==> src/rtl/jtag_shift_master.sv <==
// jtag_shift_master
//   JTAG initiator. A command (length, TMS vector, TDI vector) is accepted on
//   the cmd channel and shifted out LSB first on TCK/TMS/TDI. The TDO bits
//   captured during the shift come back on the rsp channel.
//   Build option: define JTAG_TDO_SYNC_EN to pass TDO through a 2-flop
//   synchronizer and sample it on the TCK falling edge. This needs CLK_DIV >= 3.
//
// Parameters
//   CLK_DIV   io_axiClk cycles per TCK half-period (1..255)
//   MAX_BITS  width of the shift vectors (1..63)
//
// Ports
//   io_axiClk, io_asyncReset       clock, async active-high reset
//   io_cmd_valid/ready             command handshake
//   io_cmd_length/tms/tdi          TCK count (clamped to MAX_BITS), TMS/TDI bits
//   io_rsp_valid/ready, io_rsp_tdo response handshake, captured TDO
//   io_jtag_tck/tms/tdi            registered JTAG drive
//   io_jtag_tdo                    TDO from the target
//   io_busy                        a command is in flight
module jtag_shift_master #(
   parameter int CLK_DIV  = 4,
   parameter int MAX_BITS = 32
) (
   input  logic                io_axiClk,
   input  logic                io_asyncReset,
   input  logic                io_cmd_valid,
   output logic                io_cmd_ready,
   input  logic [5:0]          io_cmd_length,
   input  logic [MAX_BITS-1:0] io_cmd_tms,
   input  logic [MAX_BITS-1:0] io_cmd_tdi,
   output logic                io_rsp_valid,
   input  logic                io_rsp_ready,
   output logic [MAX_BITS-1:0] io_rsp_tdo,
   output logic                io_jtag_tck,
   output logic                io_jtag_tms,
   output logic                io_jtag_tdi,
   input  logic                io_jtag_tdo,
   output logic                io_busy
);

   localparam int PH_W = $clog2(CLK_DIV + 1);
   localparam logic [PH_W-1:0] PH_RLD = PH_W'(CLK_DIV - 1);

   generate
      if (CLK_DIV < 1 || CLK_DIV > 255) begin : g_bad_div
         $error("jtag_shift_master: CLK_DIV must be 1..255");
      end
      if (MAX_BITS < 1 || MAX_BITS > 63) begin : g_bad_bits
         $error("jtag_shift_master: MAX_BITS must be 1..63");
      end
`ifdef JTAG_TDO_SYNC_EN
      if (CLK_DIV < 3) begin : g_bad_sync_div
         $error("jtag_shift_master: JTAG_TDO_SYNC_EN requires CLK_DIV >= 3");
      end
`endif
   endgenerate

   typedef enum logic [1:0] {S_IDLE, S_LOW, S_HIGH, S_RSP} state_t;

   state_t              state_q, state_d;
   logic [PH_W-1:0]     phase_q, phase_d;
   logic [5:0]          len_q, len_d;
   logic [5:0]          bit_idx_q, bit_idx_d;
   logic [MAX_BITS-1:0] tms_sr_q, tms_sr_d;
   logic [MAX_BITS-1:0] tdi_sr_q, tdi_sr_d;
   logic [MAX_BITS-1:0] tdo_shift_q, tdo_shift_d;
   logic                tck_q, tck_d;
   logic                tms_q, tms_d;
   logic                tdi_q, tdi_d;

   logic                cmd_fire, rsp_fire, phase_done, last_bit, tdo_smp;
   logic [5:0]          len_clamp;
   logic [MAX_BITS-1:0] tdo_bit;

`ifdef JTAG_TDO_SYNC_EN
   logic tdo_meta_q, tdo_meta_d;
   logic tdo_sync_q, tdo_sync_d;
   assign tdo_meta_d = io_jtag_tdo;
   assign tdo_sync_d = tdo_meta_q;
   assign tdo_smp    = tdo_sync_q;
`else
   assign tdo_smp    = io_jtag_tdo;
`endif

   assign cmd_fire   = io_cmd_valid & io_cmd_ready;
   assign rsp_fire   = io_rsp_valid & io_rsp_ready;
   assign phase_done = (phase_q == '0);
   assign last_bit   = (bit_idx_q == len_q - 6'd1);
   assign len_clamp  = (io_cmd_length > 6'(MAX_BITS)) ? 6'(MAX_BITS) : io_cmd_length;
   // One-hot mask placing the sampled TDO at the current bit position.
   assign tdo_bit    = {{(MAX_BITS-1){1'b0}}, tdo_smp} << bit_idx_q;

   // ---------------- FSM: state register ----------------
   always_ff @(posedge io_axiClk or posedge io_asyncReset) begin
      if (io_asyncReset) state_q <= S_IDLE;
      else               state_q <= state_d;
   end

   // ---------------- FSM: next state ----------------
   always_comb begin
      state_d = state_q;
      case (state_q)
         S_IDLE:  if (cmd_fire) state_d = (len_clamp == 6'd0) ? S_RSP : S_LOW;
         S_LOW:   if (phase_done) state_d = S_HIGH;
         S_HIGH:  if (phase_done) state_d = last_bit ? S_RSP : S_LOW;
         S_RSP:   if (rsp_fire) state_d = S_IDLE;
         default: state_d = S_IDLE;
      endcase
   end

   // ---------------- FSM: outputs ----------------
   always_comb begin
      io_cmd_ready = (state_q == S_IDLE) & ~io_asyncReset;
      io_busy      = (state_q != S_IDLE);
      io_rsp_valid = (state_q == S_RSP);
      io_rsp_tdo   = (state_q == S_RSP) ? tdo_shift_q : '0;
   end

   assign io_jtag_tck = tck_q;
   assign io_jtag_tms = tms_q;
   assign io_jtag_tdi = tdi_q;

   // ---------------- datapath ----------------
   always_comb begin
      phase_d     = phase_q;
      len_d       = len_q;
      bit_idx_d   = bit_idx_q;
      tms_sr_d    = tms_sr_q;
      tdi_sr_d    = tdi_sr_q;
      tdo_shift_d = tdo_shift_q;
      tck_d       = tck_q;
      tms_d       = tms_q;
      tdi_d       = tdi_q;
      case (state_q)
         S_IDLE: begin
            if (cmd_fire) begin
               len_d       = len_clamp;
               bit_idx_d   = 6'd0;
               phase_d     = PH_RLD;
               tdo_shift_d = '0;
               tms_sr_d    = io_cmd_tms >> 1;
               tdi_sr_d    = io_cmd_tdi >> 1;
               // A zero-length command leaves the pins untouched.
               if (len_clamp != 6'd0) begin
                  tms_d = io_cmd_tms[0];
                  tdi_d = io_cmd_tdi[0];
                  tck_d = 1'b0;
               end
            end
         end
         S_LOW: begin
            if (phase_done) begin
               tck_d   = 1'b1;
               phase_d = PH_RLD;
`ifndef JTAG_TDO_SYNC_EN
               tdo_shift_d = tdo_shift_q | tdo_bit;
`endif
            end else begin
               phase_d = phase_q - 1'b1;
            end
         end
         S_HIGH: begin
            if (phase_done) begin
               tck_d   = 1'b0;
               phase_d = PH_RLD;
`ifdef JTAG_TDO_SYNC_EN
               // Synchronized TDO reflects the value from two cycles ago,
               // well inside the high phase when CLK_DIV >= 3.
               tdo_shift_d = tdo_shift_q | tdo_bit;
`endif
               if (!last_bit) begin
                  bit_idx_d = bit_idx_q + 6'd1;
                  tms_d     = tms_sr_q[0];
                  tdi_d     = tdi_sr_q[0];
                  tms_sr_d  = tms_sr_q >> 1;
                  tdi_sr_d  = tdi_sr_q >> 1;
               end
            end else begin
               phase_d = phase_q - 1'b1;
            end
         end
         default: ;
      endcase
   end

   always_ff @(posedge io_axiClk or posedge io_asyncReset) begin
      if (io_asyncReset) begin
         phase_q     <= '0;
         len_q       <= '0;
         bit_idx_q   <= '0;
         tms_sr_q    <= '0;
         tdi_sr_q    <= '0;
         tdo_shift_q <= '0;
         tck_q       <= 1'b0;
         tms_q       <= 1'b1;
         tdi_q       <= 1'b0;
`ifdef JTAG_TDO_SYNC_EN
         tdo_meta_q  <= 1'b0;
         tdo_sync_q  <= 1'b0;
`endif
      end else begin
         phase_q     <= phase_d;
         len_q       <= len_d;
         bit_idx_q   <= bit_idx_d;
         tms_sr_q    <= tms_sr_d;
         tdi_sr_q    <= tdi_sr_d;
         tdo_shift_q <= tdo_shift_d;
         tck_q       <= tck_d;
         tms_q       <= tms_d;
         tdi_q       <= tdi_d;
`ifdef JTAG_TDO_SYNC_EN
         tdo_meta_q  <= tdo_meta_d;
         tdo_sync_q  <= tdo_sync_d;
`endif
      end
   end

endmodule

==> config.mk <==
export PLATFORM = sky130hd
export DESIGN_NAME = jtag_shift_master
export DESIGN_NICKNAME = d
export VERILOG_FILES = /design/src/rtl/jtag_shift_master.sv
export SDC_FILE = /design/constraint.sdc
export NUM_CORES = 1
export LEC_CHECK = 0
export ABC_AREA = 1
export ABC_CLOCK_PERIOD_IN_PS = 9450
export CORE_ASPECT_RATIO = 1.1
export CORE_MARGIN = 8
export CORE_UTILIZATION = 55
export CTS_CLUSTER_DIAMETER = 200
export DETAILED_ROUTE_END_ITERATION = 16
export MAX_ROUTING_LAYER = met4
export PLACE_DENSITY = 0.83
export SLEW_MARGIN = 20
export SYNTH_ARGS = -nofsm -noshare
export SYNTH_HDL_FRONTEND = slang
export SYNTH_SLANG_ARGS = --single-unit
==> constraint.sdc <==
create_clock -name io_axiClk -period 9.45 [get_ports io_axiClk]
set_input_delay 2.835 -clock io_axiClk [delete_from_list [all_inputs] [get_ports io_axiClk]]
set_output_delay 2.835 -clock io_axiClk [all_outputs]
set_load 0.005 [all_outputs]
=== Yosys cells after proc, flatten, opt, wreduce, memory -nomap -nowiden ===
Index checks and enable logic that the tools add are counted.

* Shift operators: 1
* Eq/ne operators: 10
* Reduce and logical (&&, ||, !) cells: 17
* $add $sub $neg: 3
* Order comparisons: 1
* Bitwise operators: 5
* $mul: 0
* Div/mod/pow operators: 0
* Mux-type cells: 42

{| class="wikitable"
|+ Operators with widths
! cell !! number
|-
| 2-to-1 mux 32 bit || 9
|-
| one-hot mux 32 bit (2 select lines) || 3
|-
| OR 32 bit || 1
|-
| left shift 1 x 6 -> 32 bit || 1
|-
| 2-to-1 mux 6 bit || 4
|-
| 2-to-1 mux 1 bit || 12
|-
| 2-to-1 mux 2 bit || 6
|-
| one-hot mux 6 bit (2 select lines) || 1
|-
| AND reduction 5 bit || 2
|-
| inequality test 2 bit (second input constant) || 4
|-
| one-hot mux 2 bit (4 select lines) || 1
|-
| AND reduction 4 bit || 2
|-
| nonzero test 2 bit || 4
|-
| adder 6 x 1 -> 6 bit (second input constant) || 1
|-
| equality test 6 bit || 1
|-
| > comparator 6 bit (second input constant) || 1
|-
| zero test 6 bit || 1
|-
| 2-to-1 mux 3 bit || 2
|-
| one-hot mux 3 bit (2 select lines) || 1
|-
| nonzero test 6 bit || 1
|-
| subtractor 6 x 1 -> 6 bit (second input constant) || 1
|-
| equality test 2 bit (second input constant) || 2
|-
| inequality test 2 x 1 -> 1 bit (second input constant) || 2
|-
| one-hot mux 1 bit (2 select lines) || 2
|-
| 11 further kinds || 14
|}

* Bits in writable memories: 0
* Register bits: 116
* Latch bits: 0
* Logic and storage cells: 89
* Output and inout port bits: 38
* Memories: 0
* Bits of input ports: 75
* ROM bits: 0

=== Longest topological paths before layout ===
Gate-level depths: netlist (run 1).

* Depth in word-level cells: 6
* Depth in mapped cells: 15
* Depth with buffers taken out: 14

=== Worst setup path after synthesis (run 1) ===
OpenSTA, ideal clock, no wires.

* Path kind: input to output
* From: input io_asyncReset
* To: output io_cmd_ready
* Required time: 6.615 ns
* Stages: 1
* Data arrival time: 2.934 ns
* Setup slack: 3.681 ns
* Path through: nor2_4

* Longest elaborated chain between the ends: 2

{| class="wikitable"
|+ RTL lines
! element !! RTL line !! text
|-
| from (decl) || 25 || <nowiki>input logic io_asyncReset,</nowiki>
|-
| NOT 1 bit || 113 || <nowiki>io_cmd_ready = (state_q == S_IDLE) & ~io_asyncReset;</nowiki>
|-
| bitwise AND 1 bit || 113 ||
|-
| to (decl) || 27 || <nowiki>output logic io_cmd_ready,</nowiki>
|}

No other way between the ends.

=== Worst setup path after layout (run 1) ===
Same ends and word-level chain as after synthesis.

==> results of run 1 <==
## worst reg2reg max path: stages (launching register included)
cell     delay [ps]
dfrtp_1         410
inv_1           140
ha_4            150
buf_4           800
nand2_1         160
nand2_2         130
nor2_4           50
nand2_4         320
buf_4           900
nor2_1          140
nand2_1         100
nand2_1          50
## path summary, 6_finish.rpt
path | start | to
max | io_asyncReset | io_cmd_ready
min | tdi_sr_q[5] | tdi_sr_q[5]
max reg2reg | state_q[0] | tms_sr_q[30]
min reg2reg | tdi_sr_q[5] | tdi_sr_q[5]
max in group asynchronous | io_asyncReset | tdi_sr_q[9]
min in group asynchronous | io_asyncReset | state_q[0]
## cells in the mapped netlist
library cell  number  area share
buf_8              1      0.0025
buf_2             11      0.0093
nor3_1             4      0.0034
clkbuf_1          10      0.0063
nor4_1             3      0.0032
inv_2              5      0.0032
o22ai_1            1      0.0011
buf_4              1      0.0013
a31oi_1            1      0.0011
a211oi_1           1      0.0013
a21oi_1           38       0.032
inv_1             60       0.038
o21ai_0           34       0.029
nand3_1           16       0.013
xnor2_1            1      0.0015
dfrtp_1          113        0.48
buf_12             1      0.0034
nor3b_1            1      0.0013
nor2_4             4      0.0076
nand2_1          149       0.094
o21ai_1            2      0.0017
nand2_2            9      0.0095
ha_1               8       0.017
nor2_2             1      0.0011
dfstp_2            1      0.0044
or2_2              1      0.0011
o21ai_2           43       0.063
buf_6             10       0.019
nand2_4            2      0.0038
xor2_1             3      0.0044
nor2_1            56       0.035
o21a_1             1      0.0013
o211ai_1           1      0.0013
nand4_1            3      0.0032
mux2i_1           62        0.10
## final cells by class
cell class | instances | area share
sequential | 114 | 0.374
multi-input combinational | 445 | 0.341
timing repair buffer | 115 | 0.150
clock buffer | 21 | 0.0590
inverter | 65 | 0.0323
tap | 143 | 0.0234
clock inverter | 11 | 0.0210
## layer usage
layer	part of all wire	GRT usage	vias to the layer above
li1	-	-	2336
met1	0.42	0.222	2235
met2	0.51	0.323	150
met3	0.057	0.0568	13
met4	0.012	0.0619	0
met5	0	-	-
## cell families (layout without fill, tap and decap cells)
logic type	count (synthesis)	after routing	share of synthesized area
AOI/OAI and AO/OA	122	122	0.132
xor gates and xnor gates	4	4	0.00590
adders and majority gates	8	8	0.0169
buffers and inverters	99	212	0.0829
DFF	114	114	0.481
muxes	62	62	0.105
and+or+nand+nor	249	249	0.177
## metrics by stage
stage	utilization	total power, mW
after floorplan	-	1.67
after global placement	0.673	1.75
after detailed placement	0.673	1.81
after CTS	0.731	2.48
after global routing	0.731	2.63
final	0.731	2.46
## state kept, by name, indices dropped and copies added (netlist names)
signal and count:
len_q 6, io_jtag_tck 1, phase_q 3, tdi_sr_q 31, tms_sr_q 31, state_q 2, io_jtag_tdi 1, bit_idx_q 6
tdo_shift_q 32, io_jtag_tms 1
## report_power, final
group	switching, mW	total, mW	internal [mW]
clock network	0.213	0.658	0.445
logic	0.645	1.04	0.391
registers	0.101	0.768	0.667
==> flow_summary.json, run 1 <==
{
  "rsz0062_at_grt": "no",
  "slew_headroom": 0.280,
  "setup_violations": 0,
  "grt_pass1_wl_um": 22100,
  "ys_warn_count": 0,
  "slowest_stage": "clkdlybuf4s50_1",
  "dp_hpwl_um": 9310,
  "worstMarginPinSlew_ps": 1080,
  "cts_tree": "yes",
  "root_buffer": "clkbuf_16",
  "mostFrequentLayoutCells": "nand2_1 (149), dfrtp_1 (113), clkdlybuf4s50_1 (112)",
  "min-delay-path-class": "flip-flop to flip-flop",
  "power_density_nw_per_um2": 322,
  "port_buffers": 112,
  "wl_per_cell_um": 14.7,
  "rows": 39,
  "hold_depth": 2,
  "num-nets-final": 841,
  "cp_num_buf_inv": 2,
  "area_growth_syn_to_layout_pct": 28.7,
  "design_area_um2": 7640,
  "gp_congestion": 0.847,
  "clk_latency_ps": 400,
  "hold_violations": 0,
  "coreArea_um2": 10400,
  "startpoint_type": "input pin",
  "clock_skew_ps": 8.31,
  "fmax_ghz": 0.146,
  "diodes": 0,
  "die_h_um": 125,
  "slew_viol_final": 0,
  "drive_above_1_share": 0.131,
  "multi_input_area_um2": 2600,
  "cp_data_arrival_time_ps": 4000,
  "stdcell_count": 914,
  "fp.dieW_um": 115,
  "routed_via_density": 5.18,
  "crit_type": "input pin to output port",
  "r2r_slack_ps": 5970,
  "grt_pass1_vias": 4717,
  "final_common_cell": "nand2_1",
  "cap_violations": 0,
  "dpl.cell_count": 882,
  "setup_ws_ps": 2620,
  "outcome": "complete, no violations",
  "crit_family": "buffers and inverters",
  "clockBufferDepth": 2,
  "critPathCaptureType": "output port",
  "cts.sinks": 114,
  "p_leak_nw": 3.68,
  "fin_tns_setup_ps": 0,
  "start_util": 0.568,
  "cp_cell_sequence": "clkdlybuf4s50_1, nor2_4, clkdlybuf4s50_1",
  "dp_worst_setup_slack_ps": 2600,
  "cp_max_fo": 2,
  "h-tree-depth": 4,
  "numCtsBuffers": 17,
  "cp_common_cell": "clkdlybuf4s50_1",
  "cts_setup_buffers": 0,
  "synth_nets": 741,
  "grt_max_degree": 92,
  "worstPathRequired_ps": 6620,
  "overflow": 0,
  "min_period_ps": 6830,
  "syn-mean-instance-area_um2": 9.02,
  "vias": 4734,
  "antenna_found_initial": 0,
  "ff_latch_area_um2": 2850,
  "first_pass_iters": 5,
  "place_area_um2": 7020,
  "post-route-period-util": 0.723,
  "drt-total-wl_um": 13400,
  "route.detailed.drc": 0,
  "hold-worst-slack_ps": 479,
  "seq_area_frac_synth": 0.481,
  "drt.antenna.violating_nets": 0,
  "ctsHoldBuffers": 0,
  "io_pins": 113,
  "ir_drop_mv": 0.205,
  "design.die.area_um2": 14400,
  "yosys_register_bits": 114,
  "cts_resized": 0,
  "track_usage": 0.195,
  "syn_inst": 658,
  "cp_num_cells": 3,
  "dr.first_iter.drc_count": 344,
  "cpPeakStageDelay_ps": 510,
  "worstRegToRegCells": 11,
  "fillers": 770,
  "synth_area_um2": 5930,
  "yosysUniqueCellTypes": 35,
  "cts.clk_slew.worst_paths_ps": 50
}
No activity file was read; power rests on OpenSTA's default activity.
==> inputs of run 2 (changes only) <==
- ABC_CLOCK_PERIOD_IN_PS: 9450 -> 5700
- CORE_UTILIZATION: 55 -> 47
- PLACE_DENSITY: 0.83 -> 0.75
- clock period: 9.45 -> 5.7 ns (I/O delays scaled with it)
==> run 2 against run 1 <==
  * Largest cell class unchanged
  * First-iteration DRC count rose by 0.87%
  * Critical endpoint unchanged
  * Combinational power rose by 66%
  * Worst setup slack got worse by 1500 ps
==> flow_summary.json, run 2 (synthesized netlist as in run 1, its figures left out) <==
{
  "dp_hpwl_um": 9450,
  "cts.clk_slew.worst_paths_ps": 50,
  "p_switching_mw": 1.59,
  "area_growth_syn_to_layout_pct": 29.3,
  "cp_common_cell": "clkdlybuf4s50_1",
  "regMostFlops": "tdo_shift_q",
  "cp_cell_sequence": "clkdlybuf4s50_1, nor2_4, clkdlybuf4s50_1",
  "routed_via_density": 5.15,
  "drt.antenna.violating_nets": 0,
  "setup_ws_ps": 1080,
  "critPathCaptureType": "output port",
  "p_comb_frac": 0.422,
  "overflow": 0,
  "dr.first_iter.drc_count": 347,
  "dp_worst_setup_slack_ps": 1120,
  "slowest_stage": "clkdlybuf4s50_1",
  "min-delay-path-class": "flip-flop to flip-flop",
  "p_leak_nw": 3.69,
  "worstMarginPinSlew_ps": 1070,
  "setup_violations": 0,
  "track_usage": 0.173,
  "gp_congestion": 0.841,
  "grt_max_degree": 85,
  "grt_pass1_wl_um": 22600,
  "cpPeakStageDelay_ps": 520,
  "numCtsBuffers": 17,
  "num-nets-final": 842,
  "min_period_ps": 4620,
  "cts_resized": 0,
  "power_frac_clock": 0.269,
  "cap_violations": 0,
  "clockBufferDepth": 2,
  "cts.sinks": 114,
  "post-route-period-util": 0.810,
  "route.detailed.drc": 0,
  "drive_above_1_share": 0.134,
  "final_common_cell": "nand2_1",
  "slew_viol_final": 0,
  "power_density_nw_per_um2": 535,
  "pwr-share-seq": 0.309,
  "crit_type": "input pin to output port",
  "switching_share": 0.387,
  "clk_latency_ps": 400,
  "rows": 43,
  "antenna_found_initial": 0,
  "cp_max_fo": 2,
  "startpoint_type": "input pin",
  "hold_violations": 0,
  "fillers": 1062,
  "fmax_ghz": 0.217,
  "io_pins": 113,
  "slew_headroom": 0.285,
  "wl_per_cell_um": 14.4,
  "drt-total-wl_um": 13400,
  "post-route-util": 0.615,
  "clock_skew_ps": 12.9,
  "ctsHoldBuffers": 0,
  "fin_tns_setup_ps": 0,
  "ir_drop_mv": 0.339,
  "reg_top3": "tdo_shift_q: 32 flops, tdi_sr_q: 31 flops, tms_sr_q: 31 flops",
  "first_pass_iters": 5,
  "outcome": "complete, no violations",
  "cts_setup_buffers": 0,
  "design.die.area_um2": 16500,
  "coreArea_um2": 12500,
  "cp_data_arrival_time_ps": 2910,
  "root_buffer": "clkbuf_16",
  "port_buffers": 112,
  "h-tree-depth": 4,
  "start_util": 0.475,
  "mostFrequentLayoutCells": "nand2_1 (149), dfrtp_1 (113), clkdlybuf4s50_1 (112)",
  "largest_reg_flops": 32,
  "rsz0062_at_grt": "no",
  "hold-worst-slack_ps": 480,
  "die_h_um": 134,
  "fp.dieW_um": 123,
  "internal-power_mw": 2.51,
  "cts_tree": "yes",
  "worstPathRequired_ps": 3990,
  "vias": 4783,
  "diodes": 0,
  "grt_pass1_vias": 4961
}
-- run 2: worst max-delay path: cells and delay by family --
family | cells | cell delay (ps)
buffers and inverters | 2 | 1030
and+or+nand+nor | 1 | 160
-- run 2: layout make-up --
cell class              count  area [µm²]  area share
repair buffers            116        1150       0.150
flip-flops and latches    114        2850       0.372
inverters                  65         249      0.0325
well taps                 157         196      0.0256
clock inverters            11         160      0.0209
multi-input cells         445        2600       0.339
clock buffers              20         457      0.0595
-- run 2: power by group through the flow --
stage / clock network, mW / registers [mW] / logic (mW)
2_1_floorplan: 0 / 1.23 / 1.55
4_1_cts: 1.12 / 1.27 / 1.75
6_report: 1.10 / 1.27 / 1.73
3_5_place_dp: 0 / 1.28 / 1.74
5_1_grt: 1.16 / 1.31 / 1.95
3_3_place_gp: 0 / 1.27 / 1.66
-- run 2: metal layers --
metal	track usage	share of wire	wire length [µm]
met2	0.290	0.52	6890
met3	0.0462	0.060	801
met5	-	0	0
met4	0.0482	0.0068	91
met1	0.200	0.42	5570
-- run 2: path summary, 6_finish.rpt --
| check | slack, ps | start | endpoint | cells past startpoint |
|---|---|---|---|---|
| setup / recovery | 1080 | io_asyncReset | io_cmd_ready | 3 |
| hold / removal | 480 | tdi_sr_q[10] | tdi_sr_q[10] | 2 |
| setup reg to reg | 2850 | bit_idx_q[3] | tms_sr_q[7] | 10 |
| hold reg to reg | 480 | tdi_sr_q[10] | tdi_sr_q[10] | 2 |
| max in group asynchronous | 2870 | io_asyncReset | tms_sr_q[2] | 3 |
| min in group asynchronous | 1910 | io_asyncReset | io_jtag_tck | 2 |
-- run 2: metrics by stage --
| stage | cells | area (µm²) | total power [mW] |
|---|---|---|---|
| CTS | 928 | 7670 | 4.14 |
| detailed placement | 897 | 7050 | 3.01 |
| global route | 928 | 7670 | 4.41 |
| floorplan | 658 | 5930 | 2.77 |
| finish | 928 | 7670 | 4.10 |
| global placement | 897 | 7050 | 2.93 |
==> RTL edit 1: new RTL, config.mk and constraints of run 2 <==
`CLK_DIV`: 4 -> 8.
--- a/src/rtl/jtag_shift_master.sv
+++ b/src/rtl/jtag_shift_master.sv
@@ -18,7 +18,7 @@
 //   io_jtag_tdo                    TDO from the target
 //   io_busy                        a command is in flight
 module jtag_shift_master #(
-   parameter int CLK_DIV  = 4,
+   parameter int CLK_DIV  = 8,
    parameter int MAX_BITS = 32
 ) (
    input  logic                io_axiClk,
Check against the original RTL: not equivalent (Yosys sat finds a counterexample within 10 cycles, from zero or initial values and one cycle with io_asyncReset high).
==> RTL edit 1 against run 2 <==
Utilization is 1.6 points lower; synthesized area grew 8.3%; sequential cell count increased by 1; critical path depth is the same; maximum frequency up 1.0%; die area increased by 7.2%; setup slack better by 47 ps; routed wire length rose by 2.5%; synthesized cell count rose by 25%; cell area is 5.9% higher; cell count increased by 21%; total power grew 0.64%; critical path type unchanged; highest routed layer unchanged.
==> RTL edit 1: results (changes against run 2) <==
Instance count of the mapped netlist = 825 (+25%)
Detailed placement HPWL = 9.56 mm (+1.1%)
Area used by multi-input combinational logic = 2660 µm² (+2.2%)
GR met1 Demand/Resource = 20.9% (+0.92 points)
Status = finished, final reports clean
Share of cell area taken by muxes after synthesis = 0.312% (-10 points)
Standby leakage power = 3.92 nW (+6.1%)
Worst VDD drop = 0.347 mV (+2.4%)
R2R setup slack = 2950 ps (+100 ps)
Antenna cells = 0 (unchanged)
Fraction of the mapped netlist area in adder cells = 1.36% (-0.32 points)
Layout buffering overhead excluding clock cells = 14.3% (-0.69 points)
Worst EP arrival = 2860 ps (-50 ps)
Sinks on Clock Net = 115 (+0.88%)
Power consumption = 0.00413 W (+0.64%)
Compound-Gate Fraction of Synth Area = 17.1% (+3.9 points)
Max-slew headroom = 37.2% (+8.7 points)
Worst Clk Skew = 10.6 ps (-2.38 ps)
Fill count = 1,238 (+17%)
GPL Wtd Cong = 0.853 (+1.4%)
Portion of synthesized cell area occupied by the leading cell type = 44.4% (-3.2 points)
Clock tree cell share of total cell area = 7.04% (-1.0 points)
Number of optimization iterations in the first detailed-route pass = 4 (-1)
Worst r2r path cells = 9 (-1)
Met2 Resource Use GR = 26.2% (-2.8 points)
Cell variety after synth = 33 (-5.7%)
Layout cell share with drive strength beyond 1 = 16.1% (+2.8 points)
XOR/XNOR share of the synthesized area = 0.682% (+0.091 points)
Wire per inst = 12.2 µm (-15%)
Cell Area, Placed = 7550 µm² (+7.1%)
Multi-Input Combinational = 511 (+15%)
Iteration-0 DRC count of the detailed router = 322 (-7.2%)
Count of nets after finishing = 1,004 (+19%)
GRT Total Usage = 16.8% (-0.59 points)
Number of cell rows = 45 (+4.7%)
Commonest cells in the netlist = nand2_1, inv_1, dfrtp_1
Seq/Total Area, Yosys = 44.8% (-3.3 points)
Layout clock buffer count = 22 (+10%)
Wire length of the first global-routing pass = 23.7 mm (+4.8%)
Met3 track demand over resource = 4.27% (-0.35 points)
Clock latency on the worst-skew pair = 410 ps
## RTL edit 1: worst paths after layout
| kind | endpoint | startpoint |
|---|---|---|
| min reg2reg | tms_sr_q[30] | tms_sr_q[30] |
| max | io_cmd_ready | io_asyncReset |
| max in group asynchronous | tms_sr_q[27] | io_asyncReset |
| min in group asynchronous | tms_sr_q[23] | io_asyncReset |
| max reg2reg | tdi_sr_q[9] | state_q[0] |
| min | tms_sr_q[30] | tms_sr_q[30] |
## RTL edit 1: metal layers
layer	part of all wire (%)	vias up	routed length [µm]
li1	-	2744	-
met1	47	2372	6440
met2	48	109	6630
met3	3.6	11	491
met4	0.94	0	129
met5	0	-	0
## RTL edit 1: worst min-delay path, cell delays in order, from the launching register on
cell and delay, ps:
dfrtp_1 340, nand2_1 60, nand2_1 50
## RTL edit 1: through the flow
step	setup slack (ps)	hold WS, ps	utilization (%)
finish	1130	477	59.9
global route	1100	502	59.9
CTS	1120	482	59.9
global placement	1120	462	55.7
floorplan	948	449	-
detailed placement	1120	469	55.7
==> RTL edit 2: new RTL, flow settings as in run 2 <==
Without the edit above. Take the reset off `tdi_sr_q` and load it in a clocked block of its own.
--- a/src/rtl/jtag_shift_master.sv
+++ b/src/rtl/jtag_shift_master.sv
@@ -189,7 +189,6 @@
          len_q       <= '0;
          bit_idx_q   <= '0;
          tms_sr_q    <= '0;
-         tdi_sr_q    <= '0;
          tdo_shift_q <= '0;
          tck_q       <= 1'b0;
          tms_q       <= 1'b1;
@@ -203,7 +202,6 @@
          len_q       <= len_d;
          bit_idx_q   <= bit_idx_d;
          tms_sr_q    <= tms_sr_d;
-         tdi_sr_q    <= tdi_sr_d;
          tdo_shift_q <= tdo_shift_d;
          tck_q       <= tck_d;
          tms_q       <= tms_d;
@@ -215,5 +213,9 @@
       end
    end
 
+   always_ff @(posedge io_axiClk) begin
+      tdi_sr_q <= tdi_sr_d;
+   end
+
 endmodule
 
Formal check against the unedited RTL: same outputs for any inputs over 10 cycles, from zero or initial values and one cycle with io_asyncReset high; that may be too few to reach the edited logic, so the function may still have changed.
==> RTL edit 2 against run 2 <==
Routed wire length rose by 2.9%; largest cell class unchanged; die area fell by 0.39%; setup slack improved by 55 ps; sequential cell count did not move; synthesized area fell by 0.44%; cell area barely moved; sequential share of layout area rose by 2.0 points; first-iteration DRC count fell by 11%; via count rose by 4.2%; total power fell by 3.7%.
==> RTL edit 2: results (changes against run 2) <==
Clk pwr share = 25.9% (-1.0 points)
Post-Synthesis Mean Instance Area = 8.19 µm² (-9.1%)
Worst r2r path cells = 12 (+2)
Start of the worst register-to-register path = state_q[0]
Standby leakage power = 3.78 nW (+2.2%)
Commonest cells in the netlist = nand2_1, inv_1, dfrtp_1
Worst VDD drop = 0.262 mV (-23%)
Origin of the worst min-delay path = io_jtag_tms
Wire per inst = 13.8 µm (-4.0%)
Routed via count = 4,985 (+4.2%)
Switching part of the total = 39.3% (+0.62 points)
Number of flops mapped to enable cells by yosys = 31 (+31)
Detailed placement HPWL = 9.59 mm (+1.5%)
Routed wire length = 13.7 mm (+2.9%)
Count of nets after finishing = 908 (+7.8%)
Seq/Total Area, Yosys = 50.9% (+2.8 points)
Max-slew headroom = 37.7% (+9.1 points)
Iteration-0 DRC count of the detailed router = 308 (-11%)
Status = finished, final reports clean
GRT Total Usage = 17.7% (+0.38 points)
Combinational cell power = 0.00158 W (-9%)
Fraction of synthesis flops using an asynchronous set or reset pin = 72.8% (-27 points)
Number of optimization iterations in the first detailed-route pass = 4 (-1)
Dominant cells by area after synthesis = dfrtp_1, edfxtp_1, nand2_1
Worst EP arrival = 2850 ps (-60 ps)
Placed cell count = 962 (+7.2%)
Reg-to-reg endpoint = tms_sr_q[28]
Layout cell share with drive strength beyond 1 = 11.1% (-2.3 points)
Net Count, Synth = 804 (+8.5%)
GPL Wtd Cong = 0.872 (+3.7%)
Wire length of the first global-routing pass = 22.9 mm (+1.0%)
Destination of the worst hold path = io_jtag_tms
-- RTL edit 2: how the worst max path moves through the flow --
stage	start	to	slack (ps)	depth (start not counted)
finish	io_asyncReset	io_cmd_ready	1140	3
global route	io_asyncReset	io_cmd_ready	1090	3
CTS	io_asyncReset	io_cmd_ready	1130	3
detailed placement	io_asyncReset	io_cmd_ready	1130	3
global placement	io_asyncReset	io_cmd_ready	1130	3
floorplan	io_asyncReset	bit_idx_q[0]	1850	1
-- RTL edit 2: kinds of logic (layout without fill, tap and decap cells) --
group / after synthesis / in the layout / synth area share [%]
AOI/OAI and AO/OA: 116 / 116 / 12.1
buffers and inverters: 128 / 245 / 9.42
and+or+nand+nor: 348 / 348 / 24.8
adders and majority gates: 8 / 8 / 1.69
xor gates and xnor gates: 7 / 7 / 1.04
DFF: 114 / 114 / 50.9
-- RTL edit 2: metrics by stage --
step	total power [W]	setup WS [ps]	util, %	hold WS, ps	cell area (µm²)
finish	0.00395	1140	61.7	489	7670
global placement	0.00286	1130	56.9	455	7070
floorplan	0.00263	1850	-	443	5910
CTS	0.00397	1130	61.5	487	7650
global route	0.00425	1090	61.7	506	7670
detailed placement	0.00294	1130	56.9	480	7070
-- RTL edit 2: area by class of cell --
cell class / count / area, µm²
Timing Repair Buffer: 118 / 1180
Tap cell: 157 / 196
Clock inverter: 9 / 77.6
Clock buffer: 23 / 500
Sequential cell: 114 / 3010
Fill cell: 1098 / 4760
Multi-Input combinational cell: 479 / 2340
Inverter: 95 / 360
-- RTL edit 2: metal layers --
layer / GRT usage [%] / routed length (µm) / vias up
li1: - / - / 2476
met1: 20.9 / 6010 / 2330
met2: 28.1 / 6760 / 153
met3: 4.40 / 668 / 26
met4: 7.59 / 299 / 0
met5: - / 0 / -
